===== src/rtl/cfi_violation_tracker_pkg.sv =====
// Shared types for the CFI violation tracker: exception bundle,
// commit entry, log entry and FSM state.
package cfi_violation_tracker_pkg;

  localparam int unsigned VLEN = 64;
  localparam int unsigned XLEN = 64;

  localparam logic [XLEN-1:0] BREAKPOINT = 64'd3;
  localparam logic [XLEN-1:0] CFI_CAUSE  = BREAKPOINT;

  typedef struct packed {
    logic [XLEN-1:0] cause;
    logic [XLEN-1:0] tval;
    logic            valid;
  } exception_t;

  typedef struct packed {
    logic [VLEN-1:0] pc;
  } scoreboard_entry_t;

  typedef struct packed {
    logic [VLEN-1:0] pc;
  } cfi_log_entry_t;

  typedef enum logic [0:0] {
    IDLE,
    PENDING
  } cfi_state_e;

endpackage


===== src/rtl/cfi_violation_tracker_if.sv =====
// Bundle between the tracker and its commit/CSR neighbours.
// The master side drives the _i signals, the tracker is the slave.
interface cfi_violation_tracker_if
  import cfi_violation_tracker_pkg::*;
#(
  parameter int unsigned NR_COMMIT_PORTS = 2,
  parameter int unsigned CNT_W           = 16
) ();

  logic                                csr_en_i;
  logic [NR_COMMIT_PORTS-1:0]          commit_ack_i;
  scoreboard_entry_t [NR_COMMIT_PORTS-1:0] commit_instr_i;
  exception_t                          parser_ex_i;
  exception_t                          ex_o;
  logic                                ex_ack_i;
  logic [CNT_W-1:0]                    cnt_o;
  logic                                log_valid_o;
  logic [VLEN-1:0]                     log_pc_o;
  logic                                log_pop_i;
  logic                                log_overflow_o;
  logic                                log_clr_i;

  modport master (
    output csr_en_i, commit_ack_i, commit_instr_i,
    output parser_ex_i, ex_ack_i, log_pop_i, log_clr_i,
    input  ex_o, cnt_o, log_valid_o, log_pc_o,
    input  log_overflow_o
  );

  modport slave (
    input  csr_en_i, commit_ack_i, commit_instr_i,
    input  parser_ex_i, ex_ack_i, log_pop_i, log_clr_i,
    output ex_o, cnt_o, log_valid_o, log_pc_o,
    output log_overflow_o
  );

endinterface


===== src/rtl/cfi_violation_tracker_log_fifo.sv =====
// Small circular log of violation entries with a sticky overflow
// flag; clear beats push/pop, a pop frees room for a same-cycle push.
module cfi_log_fifo #(
  parameter int unsigned DEPTH = 4,
  parameter int unsigned WIDTH = 64,
  localparam int unsigned AW   = $clog2(DEPTH)
) (
  input  logic             clk_i,
  input  logic             rst_ni,
  input  logic             push_i,
  input  logic             pop_i,
  input  logic             clr_i,
  input  logic [WIDTH-1:0] data_i,
  output logic [WIDTH-1:0] data_o,
  output logic [AW:0]      count_o,
  output logic             overflow_o
);

  logic [WIDTH-1:0] mem_q [DEPTH];
  logic [AW-1:0]    wptr_q, rptr_q;
  logic [AW:0]      cnt_q;
  logic             ovf_q;
  logic             empty, full;
  logic             do_pop, do_push;

  assign empty   = (cnt_q == '0);
  assign full    = (cnt_q == (AW+1)'(DEPTH));
  assign do_pop  = pop_i & ~empty;
  assign do_push = push_i & (~full | do_pop);

  always_ff @(posedge clk_i or negedge rst_ni) begin
    if (!rst_ni) begin
      for (int i = 0; i < int'(DEPTH); i++) mem_q[i] <= '0;
      wptr_q <= '0;
      rptr_q <= '0;
      cnt_q  <= '0;
      ovf_q  <= 1'b0;
    end else if (clr_i) begin
      wptr_q <= '0;
      rptr_q <= '0;
      cnt_q  <= '0;
      ovf_q  <= 1'b0;
    end else begin
      if (do_push) begin
        mem_q[wptr_q] <= data_i;
        wptr_q        <= wptr_q + AW'(1);
      end
      if (do_pop) rptr_q <= rptr_q + AW'(1);
      cnt_q <= cnt_q + (AW+1)'(do_push) - (AW+1)'(do_pop);
      if (push_i & full & ~do_pop) ovf_q <= 1'b1;
    end
  end

  assign data_o     = empty ? '0 : mem_q[rptr_q];
  assign count_o    = cnt_q;
  assign overflow_o = ovf_q;

endmodule


===== src/rtl/cfi_violation_tracker.sv =====
// Binds parser violation pulses to the committing PC, holds the
// exception until acked, and keeps a counter plus a PC log.
module cfi_violation_tracker
  import cfi_violation_tracker_pkg::*;
#(
  parameter int unsigned NR_COMMIT_PORTS = 2,
  parameter int unsigned LOG_DEPTH       = 4,
  parameter int unsigned CNT_W           = 16
) (
  input logic                    clk_i,
  input logic                    rst_ni,
  cfi_violation_tracker_if.slave trk
);

  localparam int unsigned LW = $clog2(LOG_DEPTH);

  cfi_state_e      state_q;
  exception_t      ex_q, ex_new;
  logic [VLEN-1:0] cap_pc_q, cap_pc_d;
  logic [CNT_W-1:0] cnt_q;
  logic            acc;
  logic [LW:0]     log_cnt;
  cfi_log_entry_t  push_e, head_e;

  assign acc = trk.parser_ex_i.valid & trk.csr_en_i;

  // Highest-index acked port is the youngest committed instruction.
  always_comb begin
    cap_pc_d = cap_pc_q;
    for (int i = 0; i < int'(NR_COMMIT_PORTS); i++) begin
      if (trk.commit_ack_i[i]) cap_pc_d = trk.commit_instr_i[i].pc;
    end
  end

  always_comb begin
    ex_new       = '0;
    ex_new.valid = 1'b1;
    ex_new.cause = trk.parser_ex_i.cause;
    ex_new.tval  = XLEN'(cap_pc_q);
  end

  always_ff @(posedge clk_i or negedge rst_ni) begin
    if (!rst_ni) begin
      state_q  <= IDLE;
      ex_q     <= '0;
      cap_pc_q <= '0;
    end else begin
      cap_pc_q <= cap_pc_d;
      unique case (state_q)
        IDLE: begin
          if (acc) begin
            state_q <= PENDING;
            ex_q    <= ex_new;
          end
        end
        PENDING: begin
          if (trk.ex_ack_i) begin
            state_q <= acc ? PENDING : IDLE;
            ex_q    <= acc ? ex_new : '0;
          end
        end
      endcase
    end
  end

  always_ff @(posedge clk_i or negedge rst_ni) begin
    if (!rst_ni) begin
      cnt_q <= '0;
    end else if (trk.log_clr_i) begin
      cnt_q <= '0;
    end else if (acc && cnt_q != '1) begin
      cnt_q <= cnt_q + CNT_W'(1);
    end
  end

  assign push_e.pc = cap_pc_q;

  cfi_log_fifo #(
    .DEPTH (LOG_DEPTH),
    .WIDTH ($bits(cfi_log_entry_t))
  ) i_log (
    .clk_i      (clk_i),
    .rst_ni     (rst_ni),
    .push_i     (acc),
    .pop_i      (trk.log_pop_i),
    .clr_i      (trk.log_clr_i),
    .data_i     (push_e),
    .data_o     (head_e),
    .count_o    (log_cnt),
    .overflow_o (trk.log_overflow_o)
  );

  assign trk.ex_o        = ex_q;
  assign trk.cnt_o       = cnt_q;
  assign trk.log_valid_o = (log_cnt != '0);
  assign trk.log_pc_o    = head_e.pc;

endmodule


===== src/flat_wrapper.sv =====
// flat-port wrapper written by rule: the top's interface ports become plain ports
module cfi_violation_tracker_flat import cfi_violation_tracker_pkg::*;
#(
  parameter int unsigned NR_COMMIT_PORTS = 2,
  parameter int unsigned LOG_DEPTH       = 4,
  parameter int unsigned CNT_W           = 16
)
  (clk_i, rst_ni, trk_csr_en_i, trk_commit_ack_i, trk_commit_instr_i, trk_parser_ex_i, trk_ex_ack_i, trk_log_pop_i, trk_log_clr_i, trk_ex_o, trk_cnt_o, trk_log_valid_o, trk_log_pc_o, trk_log_overflow_o);
  cfi_violation_tracker_if #(.NR_COMMIT_PORTS(NR_COMMIT_PORTS), .CNT_W(CNT_W)) trk_i ();
  input logic clk_i;
  input logic rst_ni;
  input wire logic [$bits(trk_i.csr_en_i)-1:0] trk_csr_en_i;
  input wire logic [$bits(trk_i.commit_ack_i)-1:0] trk_commit_ack_i;
  input wire logic [$bits(trk_i.commit_instr_i)-1:0] trk_commit_instr_i;
  input wire logic [$bits(trk_i.parser_ex_i)-1:0] trk_parser_ex_i;
  input wire logic [$bits(trk_i.ex_ack_i)-1:0] trk_ex_ack_i;
  input wire logic [$bits(trk_i.log_pop_i)-1:0] trk_log_pop_i;
  input wire logic [$bits(trk_i.log_clr_i)-1:0] trk_log_clr_i;
  output wire logic [$bits(trk_i.ex_o)-1:0] trk_ex_o;
  output wire logic [$bits(trk_i.cnt_o)-1:0] trk_cnt_o;
  output wire logic [$bits(trk_i.log_valid_o)-1:0] trk_log_valid_o;
  output wire logic [$bits(trk_i.log_pc_o)-1:0] trk_log_pc_o;
  output wire logic [$bits(trk_i.log_overflow_o)-1:0] trk_log_overflow_o;
  assign trk_i.csr_en_i = trk_csr_en_i;
  assign trk_i.commit_ack_i = trk_commit_ack_i;
  assign trk_i.commit_instr_i = trk_commit_instr_i;
  assign trk_i.parser_ex_i = trk_parser_ex_i;
  assign trk_i.ex_ack_i = trk_ex_ack_i;
  assign trk_i.log_pop_i = trk_log_pop_i;
  assign trk_i.log_clr_i = trk_log_clr_i;
  assign trk_ex_o = trk_i.ex_o;
  assign trk_cnt_o = trk_i.cnt_o;
  assign trk_log_valid_o = trk_i.log_valid_o;
  assign trk_log_pc_o = trk_i.log_pc_o;
  assign trk_log_overflow_o = trk_i.log_overflow_o;
  cfi_violation_tracker #(.NR_COMMIT_PORTS(NR_COMMIT_PORTS), .LOG_DEPTH(LOG_DEPTH), .CNT_W(CNT_W)) u_core (.clk_i(clk_i), .rst_ni(rst_ni), .trk(trk_i));
endmodule

===== config.mk =====
export PLATFORM = sky130hd
export DESIGN_NAME = cfi_violation_tracker_flat
export DESIGN_NICKNAME = d
export VERILOG_FILES = /design/src/rtl/cfi_violation_tracker_pkg.sv /design/src/rtl/cfi_violation_tracker_if.sv /design/src/rtl/cfi_violation_tracker_log_fifo.sv /design/src/rtl/cfi_violation_tracker.sv /design/src/flat_wrapper.sv
export SDC_FILE = /design/constraint.sdc
export NUM_CORES = 1
export LEC_CHECK = 0
export BUFFER_PORTS_ARGS = -buffer_cell sky130_fd_sc_hd__buf_2
export CAP_MARGIN = 20
export CORE_MARGIN = 4
export CORE_UTILIZATION = 40
export CTS_CLUSTER_DIAMETER = 80
export DETAILED_ROUTE_END_ITERATION = 6
export PLACE_DENSITY_LB_ADDON = 0.2
export SYNTH_ARGS = -nofsm -noshare
export SYNTH_HDL_FRONTEND = slang
export SYNTH_SLANG_ARGS = --single-unit

===== constraint.sdc =====
create_clock -name clk_i -period 6.53 [get_ports clk_i]
set_clock_uncertainty 0.05 [all_clocks]
set_input_delay 0.3265 -clock clk_i [delete_from_list [all_inputs] [get_ports clk_i]]
set_output_delay 0.3265 -clock clk_i [all_outputs]
set_load 0.01 [all_outputs]

Word level (Yosys, flattened, before mapping):

Index checks and enable logic that the tools add are counted.

* bits in writable memories: 0
* input port bits: 265
* memories kept: 0
* latch bits: 0
* bits in read-only memories: 0
* output and inout port bits: 211
* flip-flop bits (word level): 474
* word-level logic and storage cells: 75

* magnitude comparators: 3
* reduce and logical (&&, ||, !) cells: 11
* bitwise logic cells: 13
* add/sub/neg operators: 5
* $mul: 0
* div/mod/pow operators: 0
* mux-type cells: 25
* shift operators: 0
* eq/ne operators: 4

Operators by type and width (count)
* $mux 129: 3
* $mux 64: 6
* $pmux 129 s2: 1
* $bwmux 256: 1
* $bmux 64 s2: 1
* $demux 64 s2: 1
* $mux 16: 2
* $add 16x1->16 const B: 1
* $ne 16x16->1 const B: 1
* $reduce_bool 2->1: 5
* $mux 2: 4
* $ge 3x3->1 const B: 2
* $not 2->3: 2
* $and 1x1->1: 5
* $not 1->1: 5
* $add 2x1->2 const B: 2
* $mux 1: 4
* $reduce_and 2->1: 2
* $add 3x1->3: 1
* $eq 3x3->1 const B: 1
* $logic_not 3->1: 1
* $lt 3x1->1 const B: 1
* $mux 3: 1
* $reduce_bool 3->1: 1
* other kinds (6): 7

Logic depth before layout (Yosys ltp):

Gate-level depths: netlist of run 1.

* word-level depth: 8
* mapped depth: 10
* mapped depth without buffers: 10

Hierarchy:

A second synthesis of run 1 with hierarchy kept.

* cells, all modules: 1403
* area, all modules: 21007.6 um2

By module, submodules not included
* cfi_log_fifo: times used 1, seq. area each 6606.3 um2, area each 12675.9 um2, cells an instance 738
* cfi_violation_tracker: times used 1, seq. area each 5255.0 um2, area each 8331.7 um2, cells an instance 665

Least setup slack after synthesis of run 1:

No wires, ideal clock.

* path type: reg2reg
* start: register u_core.i_log.cnt_q[1] (netlist: u_core.i_log.count_o[1])
* end: register u_core.i_log.cnt_q[2] (netlist: u_core.i_log.count_o[2])
* slack: 4274 ps
* arrival: 2074 ps
* stages on the path, launching flop included: 10
* clock period less this slack: 2256 ps
* required time: 6348 ps
* library setup time: 132 ps
* path buffers: 0
* cell sequence: dfrtp_1 -> or3_1 -> and2_1 -> ha_1 -> inv_1 -> ha_1 -> inv_1 -> fa_1 -> xnor2_1 -> nor2_1

* longest elaborated chain between the ends: 8
* elaborated cells between the ends (all ways): 10
* classes of those cells: add/sub (2); eq/ne (1); mux (1); bitwise (5); reduce/logical (1)

Ends and longest elaborated chain
* start, declared: RTL line cfi_violation_tracker_log_fifo.sv:21 `logic [AW:0] cnt_q;`
* start signal, assigned: RTL line cfi_violation_tracker_log_fifo.sv:49 `cnt_q <= cnt_q + (AW+1)'(do_push) - (AW+1)'(do_pop);`
* $logic_not 3->1: RTL line cfi_violation_tracker_log_fifo.sv:26 `assign empty = (cnt_q == '0);`
* $not 1->1: RTL line cfi_violation_tracker_log_fifo.sv:28 `assign do_pop = pop_i & ~empty;`
* $and 1x1->1: RTL line cfi_violation_tracker_log_fifo.sv:28
* $or 1x1->1: RTL line cfi_violation_tracker_log_fifo.sv:29 `assign do_push = push_i & (~full | do_pop);`
* $and 1x1->1: RTL line cfi_violation_tracker_log_fifo.sv:29
* $add 3x1->3: RTL line cfi_violation_tracker_log_fifo.sv:49
* $sub 3x1->3 *: RTL line cfi_violation_tracker_log_fifo.sv:49
* $mux 3 *: RTL line cfi_violation_tracker_log_fifo.sv:38 `end else if (clr_i) begin`

Mark *: on every way between the ends. The rest lies on a longest branch, timed or not.
A chain may end at the register's enable or synchronous reset.

Final worst setup path of run 1:

* start: register u_core.i_log.rptr_q[0]
* end: output trk_log_pc_o[49]

* longest elaborated chain between the ends: 5

Ends and longest elaborated chain
* start, declared: RTL line cfi_violation_tracker_log_fifo.sv:20 `logic [AW-1:0] wptr_q, rptr_q;`
* start signal, assigned: RTL line cfi_violation_tracker_log_fifo.sv:48 `if (do_pop) rptr_q <= rptr_q + AW'(1);`
* $not 2->3 (implied by the code): RTL line cfi_violation_tracker_log_fifo.sv:54 `assign data_o = empty ? '0 : mem_q[rptr_q];`
* $bmux 64 s2: RTL line cfi_violation_tracker_log_fifo.sv:54
* $mux 64 (implied by the code) (2 in a row): RTL line cfi_violation_tracker_log_fifo.sv:54
* $mux 64: RTL line cfi_violation_tracker_log_fifo.sv:54
* end, declared: RTL line flat_wrapper.sv:22 `output wire logic [$bits(trk_i.log_pc_o)-1:0] trk_log_pc_o;`

Every way passes these cells. The select of a mux whose other input is x is not followed.

==> results_dict.tcl, run 1 <==
set metrics [dict create \
    status "complete, no violations" \
    hold_slack_ns 0.0351 \
    place.gp.congestion 0.773 \
    rsz0062_at_grt "false" \
    grt_pass1_wl_mm 88.4 \
    hold_depth 3 \
    cts.htree.levels 2 \
    synth-edff-count 0 \
    synthDistinctLibCells 44 \
    syn-cell-area_mm2 0.0215 \
    power_density_mw_per_mm2 343 \
    dpl.hpwl_mm 32.4 \
    drc 0 \
    syn_avg_cell_area_um2 15.4 \
    drt_first_pass_iters 5 \
    ir_drop_mv 0.217 \
    crit_required_ns 6.15 \
    worstHoldStart "trk_commit_instr_i[24]" \
    final.period_utilization 0.547 \
    pin_count 476 \
    viasPerCell 5.13 \
    cp.arrival_ns 3.19 \
    worst_pin_slew_ns 0.993 \
    fin_tns_setup_ns 0 \
    die_x_um 240 \
    synthArstFlopShare 1.00 \
    ys.flop_type "dfrtp_1" \
    relSlewSlack 0.338 \
    clkLatencyLatePin_ns 0.58 \
    cts-buffers-inserted 51 \
    clk_path_buf_depth 3 \
    clockRootBuffer "clkbuf_16" \
    core.rowCount 84 \
    io_buffer_count 411 \
    worst-r2r-setup-slack_ns 3.55 \
    wire_per_inst_um 20.6 \
    layout-drive-gt1-share 0.414 \
    power.leakage_nw 13.2 \
    cts_tree "built" \
    r2r-start "u_core.i_log.count_o[1]" \
    synth_area_leaders "dfrtp_1 (55%), mux2_4 (17%), mux4_2 (6.7%)" \
    area_growth_pct 26.9 \
    dieArea_mm2 0.0575 \
    antenna_left 0 \
    cap_viol_max_count 0 \
    core_mm2 0.0529 \
    crit_path_max_fanout 37 \
    synth.largest_area_cell "dfrtp_1" \
    path_class "flip-flop to output pin" \
    grt_usage 0.192 \
    drt_first_iter_violations 640 \
    finalHoldViolCount 0 \
    ys_seq_elements 474 \
    timing.rr.end "u_core.i_log.mem_q[223]" \
    reg2regPathDepth 7 \
    cts.clk_slew.worst_paths_ns 0.06 \
    max_freq_mhz 280 \
    min_to "u_core.cap_pc_q[24]" \
    maxSlewViolCount 0 \
    grt_overflow 0 \
    num_vias 13815 \
    yosysSeqAreaShare 0.552 \
    die_y_um 240 \
    nets 2235 \
    initial_core_util 0.407 \
    antenna_found_initial 3 \
    crit_path_start_kind "flip-flop" \
    grt_pass1_vias 15250 \
    syn_nets 1673 \
    critPathCaptureType "output pin" \
    yosys_warnings 0 \
    wl_mm 55.5 \
    postSynthCellCount 1400 \
    setup_viol 0 \
    hold_class "primary input to flip-flop" \
    synth_top_area_share 0.552 \
    numClockSinks 474 \
    finalCriticalPeriod_ns 3.57 \
    grt_max_degree 172 \
]
-- state kept, by name, summed over array words and instances, names as in the netlist --
signal                   flops
u_core.i_log.rptr_q          2
u_core.state_q               1
u_core.i_log.wptr_q          2
u_core.cap_pc_q             64
u_core.trk.cnt_o            16
u_core.i_log.mem_q         256
u_core.i_log.count_o         3
u_core.trk.ex_o            129
u_core.i_log.overflow_o      1
-- through the flow --
stage	total power (W)	cells	cell area, µm²	setup slack [ns]	util
CTS	0.00952	2692	27300	2.79	0.516
floorplan	0.00550	1400	21500	4.27	-
global route	0.00988	2692	27300	2.66	0.516
finish	0.00937	2693	27300	2.96	0.516
detailed placement	0.00644	2412	23700	3.31	0.449
global placement	0.00639	2412	23700	3.33	0.449
-- worst max-delay path by stage --
stage                            startpoint                      end  slack [ns]
CTS                  u_core.i_log.rptr_q[0]         trk_log_pc_o[60]        2.79
finish               u_core.i_log.rptr_q[0]         trk_log_pc_o[49]        2.96
detailed placement       trk_parser_ex_i[0]   u_core.i_log.mem_q[64]        3.31
global placement         trk_parser_ex_i[0]   u_core.i_log.mem_q[65]        3.33
floorplan           u_core.i_log.count_o[1]  u_core.i_log.count_o[2]        4.27
global route         u_core.i_log.rptr_q[0]         trk_log_pc_o[60]        2.66
-- cell families after synthesis --
kind of cell             after synthesis  synth area share
flip-flops                           474             0.552
multiplexers                         386             0.274
AO/OA/AOI/OAI                        205            0.0719
adder cells (fa/ha/maj)                8           0.00501
AND/OR/NAND/NOR                      200            0.0487
XOR/XNOR                              19           0.00774
buffers and inverters                108            0.0410
-- cells in the mapped netlist, types with 17 or more instances --
cell type and n:
nand2_1 77, mux2_4 240, dfrtp_1 474, mux4_2 64, and2_1 67, mux2i_1 65
nor2_1 24, o21ai_0 64, xnor2_1 17, a22o_1 128, buf_12 28, clkbuf_1 53
-- critical path, cell delays in order, from the launching register on --
cell     delay, ns
dfrtp_4       1.00
buf_4         0.68
mux4_2        0.58
and2_1        0.17
buf_2         0.15
-- report_power, final --
group	internal, W	switching (W)
registers	0.00349	0.000445
clock network	0.00173	0.00117
logic	0.00147	0.00106
total	0.00669	0.00268
-- cell type report --
cell class / count / area (µm²)
Fill cell: 4423 / 25600
Sequential cell: 474 / 11900
Multi-Input combinational cell: 818 / 8760
Timing Repair Buffer: 610 / 4050
Clock buffer: 85 / 1590
Tap cell: 688 / 861
Clock inverter: 10 / 119
Inverter: 7 / 26.3
Antenna cell: 1 / 2.50
-- per-layer routing --
layer / part of all wire / GRT usage / vias to the layer above
met5: 0.00049 / 0 / -
met4: 0.019 / 0.0442 / 4
met3: 0.056 / 0.0403 / 69
met2: 0.48 / 0.317 / 353
met1: 0.44 / 0.265 / 7179
li1: - / - / 6210
-- cells in the final DEF, fill, tap and decap left out, types with 5 or more instances in the layout --
cell / n
a21oi_1: 6
a22o_1: 128
and2_1: 66
and2_4: 5
buf_2: 408
buf_4: 14
clkbuf_1: 17
clkbuf_16: 52
clkbuf_8: 16
clkinv_2: 5
dfrtp_1: 472
dlygate4sd3_1: 185
ha_1: 7
inv_1: 6
mux2_1: 16
mux2_4: 240
mux2i_1: 65
mux4_2: 64
nand2_1: 77
nand3_1: 5
nor2_1: 24
o21ai_0: 64
xnor2_1: 17
-- what timing repair did --
item	4_1_cts	5_1_grt
buffers inserted	0	0
endpoints found under the setup margin	0	0
endpoints found under the hold margin	221	0
hold buffers	185	0
gates resized for setup	0	0
Note: power is estimated with default switching activity, not from simulation.
==> run 2, diff against run 1 <==
==> constraint.sdc (replaced) <==
create_clock -name clk_i -period 3.6 [get_ports clk_i]
set_clock_uncertainty 0.05 [all_clocks]
set_input_delay 0.18 -clock clk_i [delete_from_list [all_inputs] [get_ports clk_i]]
set_output_delay 0.18 -clock clk_i [all_outputs]
set_load 0.01 [all_outputs]
==> run 2 against run 1 <==
Total power increased by 88%. Register-to-register slack got worse by 2.4 ns. Global-route usage decreased by 0.13 points. Cell area increased by 2.1%. Critical endpoint is now trk_log_pc_o[26].
==> results_dict.tcl, run 2 (synthesis results as in run 1) <==
set metrics [dict create \
    pwr-share-seq 0.404 \
    drt_first_pass_iters 5 \
    p_sw_frac 0.281 \
    die_y_um 240 \
    core.rowCount 84 \
    grt_usage 0.191 \
    largest_register "u_core.i_log.mem_q" \
    nets 2264 \
    setup_viol 0 \
    grt_max_degree 96 \
    max_freq_mhz 342 \
    critPathCaptureType "output pin" \
    dpl.hpwl_mm 33.8 \
    relSlewSlack 0.338 \
    final_cell_mix "dfrtp_1 (472), buf_2 (408), mux2_4 (240), dlygate4sd3_1 (197), a22o_1 (128)" \
    finalHoldViolCount 0 \
    io_buffer_count 411 \
    final.period_utilization 0.811 \
    crit_family "flip-flops" \
    worst-r2r-setup-slack_ns 1.10 \
    combPwrFrac 0.267 \
    crit_path_max_fanout 28 \
    largest_register_ffs 256 \
    cts.clk_slew.worst_paths_ns 0.06 \
    hold_class "primary input to flip-flop" \
    ir_drop_mv 0.373 \
    placed_cell_area_mm2 0.0240 \
    cts_setup_buffers 0 \
    grt_pass1_vias 15358 \
    wire_per_inst_um 20.6 \
    core_mm2 0.0529 \
    die_x_um 240 \
    viasPerCell 5.14 \
    place.gp.congestion 0.789 \
    cp.arrival_ns 2.69 \
    critPathSlowestCell "dfrtp_4" \
    drt_first_iter_violations 707 \
    max_stage_delay_ns 0.86 \
    clk_path_buf_depth 3 \
    cts-buffers-inserted 51 \
    antenna_found_initial 3 \
    multi_input_area_mm2 0.00876 \
    cts.htree.levels 2 \
    drc 0 \
    fill_cells 4437 \
    crit_chain "buf_4, mux4_2, and2_1, buf_2" \
    fin_util 0.527 \
    crit_required_ns 3.37 \
    final_cell_area_mm2 0.0278 \
    clockRootBuffer "clkbuf_16" \
    hold_slack_ns 0.0512 \
    rsz0062_at_grt "false" \
    layout-drive-gt1-share 0.420 \
    power.leakage_nw 13.5 \
    num_vias 13992 \
    wl_mm 56.0 \
    initial_core_util 0.407 \
    cts_tree "built" \
    status "complete, no violations" \
    seqCellArea_mm2 0.0119 \
    power_density_mw_per_mm2 632 \
    p_int_w 0.0127 \
    antenna_left 0 \
    cap_viol_max_count 0 \
    maxSlewViolCount 0 \
    worst_pin_slew_ns 0.993 \
    grt_overflow 0 \
    clkPwrFrac 0.329 \
    numClockSinks 474 \
    dieArea_mm2 0.0575 \
    clkLatencyLatePin_ns 0.59 \
    finalCriticalPeriod_ns 2.92 \
    fin_tns_setup_ns 0 \
    path_class "flip-flop to output pin" \
    final_common_cell "dfrtp_1" \
    critPathBufInv 2 \
    grt_pass1_wl_mm 88.0 \
    netSwitchingPower_w 0.00494 \
    crit_path_start_kind "flip-flop" \
    pin_count 476 \
    area_growth_pct 29.5 \
]
run 2: tightest hold or removal path: stages:
cell	delay, ns
buf_2	0.08
nand2_1	0.24
nand2_1	0.13
run 2: layout make-up:
type / instances / share of cell area
antenna: 2 / 0.000180
clock buffer: 73 / 0.0535
clock inverter: 22 / 0.0136
inverter: 7 / 0.000944
multi-input combinational: 818 / 0.315
sequential: 474 / 0.426
tap: 688 / 0.0309
timing repair buffer: 639 / 0.160
run 2: layer usage:
metal  wire [µm]  vias up  track usage
met3        2810       74       0.0395
met4        1050        4       0.0458
met1       25400     7308        0.269
li1            -     6270            -
met5          21        -            0
met2       26700      336        0.308
run 2: power groups by stage:
stage                     Clock [W]  Sequential (W)  Combinational [W]
final                       0.00579         0.00711            0.00471
after global routing        0.00617         0.00725            0.00509
after CTS                   0.00596         0.00711            0.00479
after detailed placement          0         0.00717            0.00457
after global placement            0         0.00714            0.00451
after floorplan                   0         0.00696            0.00302
run 2: stage by stage:
stage          cells  total power [W]  setup slack [ns]
2_1_floorplan   1400          0.00998              1.34
3_3_place_gp    2429           0.0116              1.15
3_5_place_dp    2429           0.0117              1.12
4_1_cts         2721           0.0179             0.571
5_1_grt         2721           0.0185             0.492
6_report        2723           0.0176             0.679
run 2: path summary, 6_finish.rpt:
path                                               from                 endpoint  cells past startpoint
min in group asynchronous                        rst_ni  u_core.i_log.mem_q[143]                      2
worst max-delay path             u_core.i_log.rptr_q[0]         trk_log_pc_o[26]                      4
worst min-delay path                       trk_csr_en_i           u_core.state_q                      3
max in group asynchronous                        rst_ni     u_core.trk.ex_o[111]                      3
worst max register to register  u_core.i_log.count_o[1]  u_core.i_log.count_o[2]                      9
worst min register to register  u_core.i_log.mem_q[127]  u_core.i_log.mem_q[127]                      1
run 2: what timing repair did:
item | CTS | global route
hold endpoints to repair | 227 | 0
hold buffers | 197 | 0
resized for setup | 0 | 0
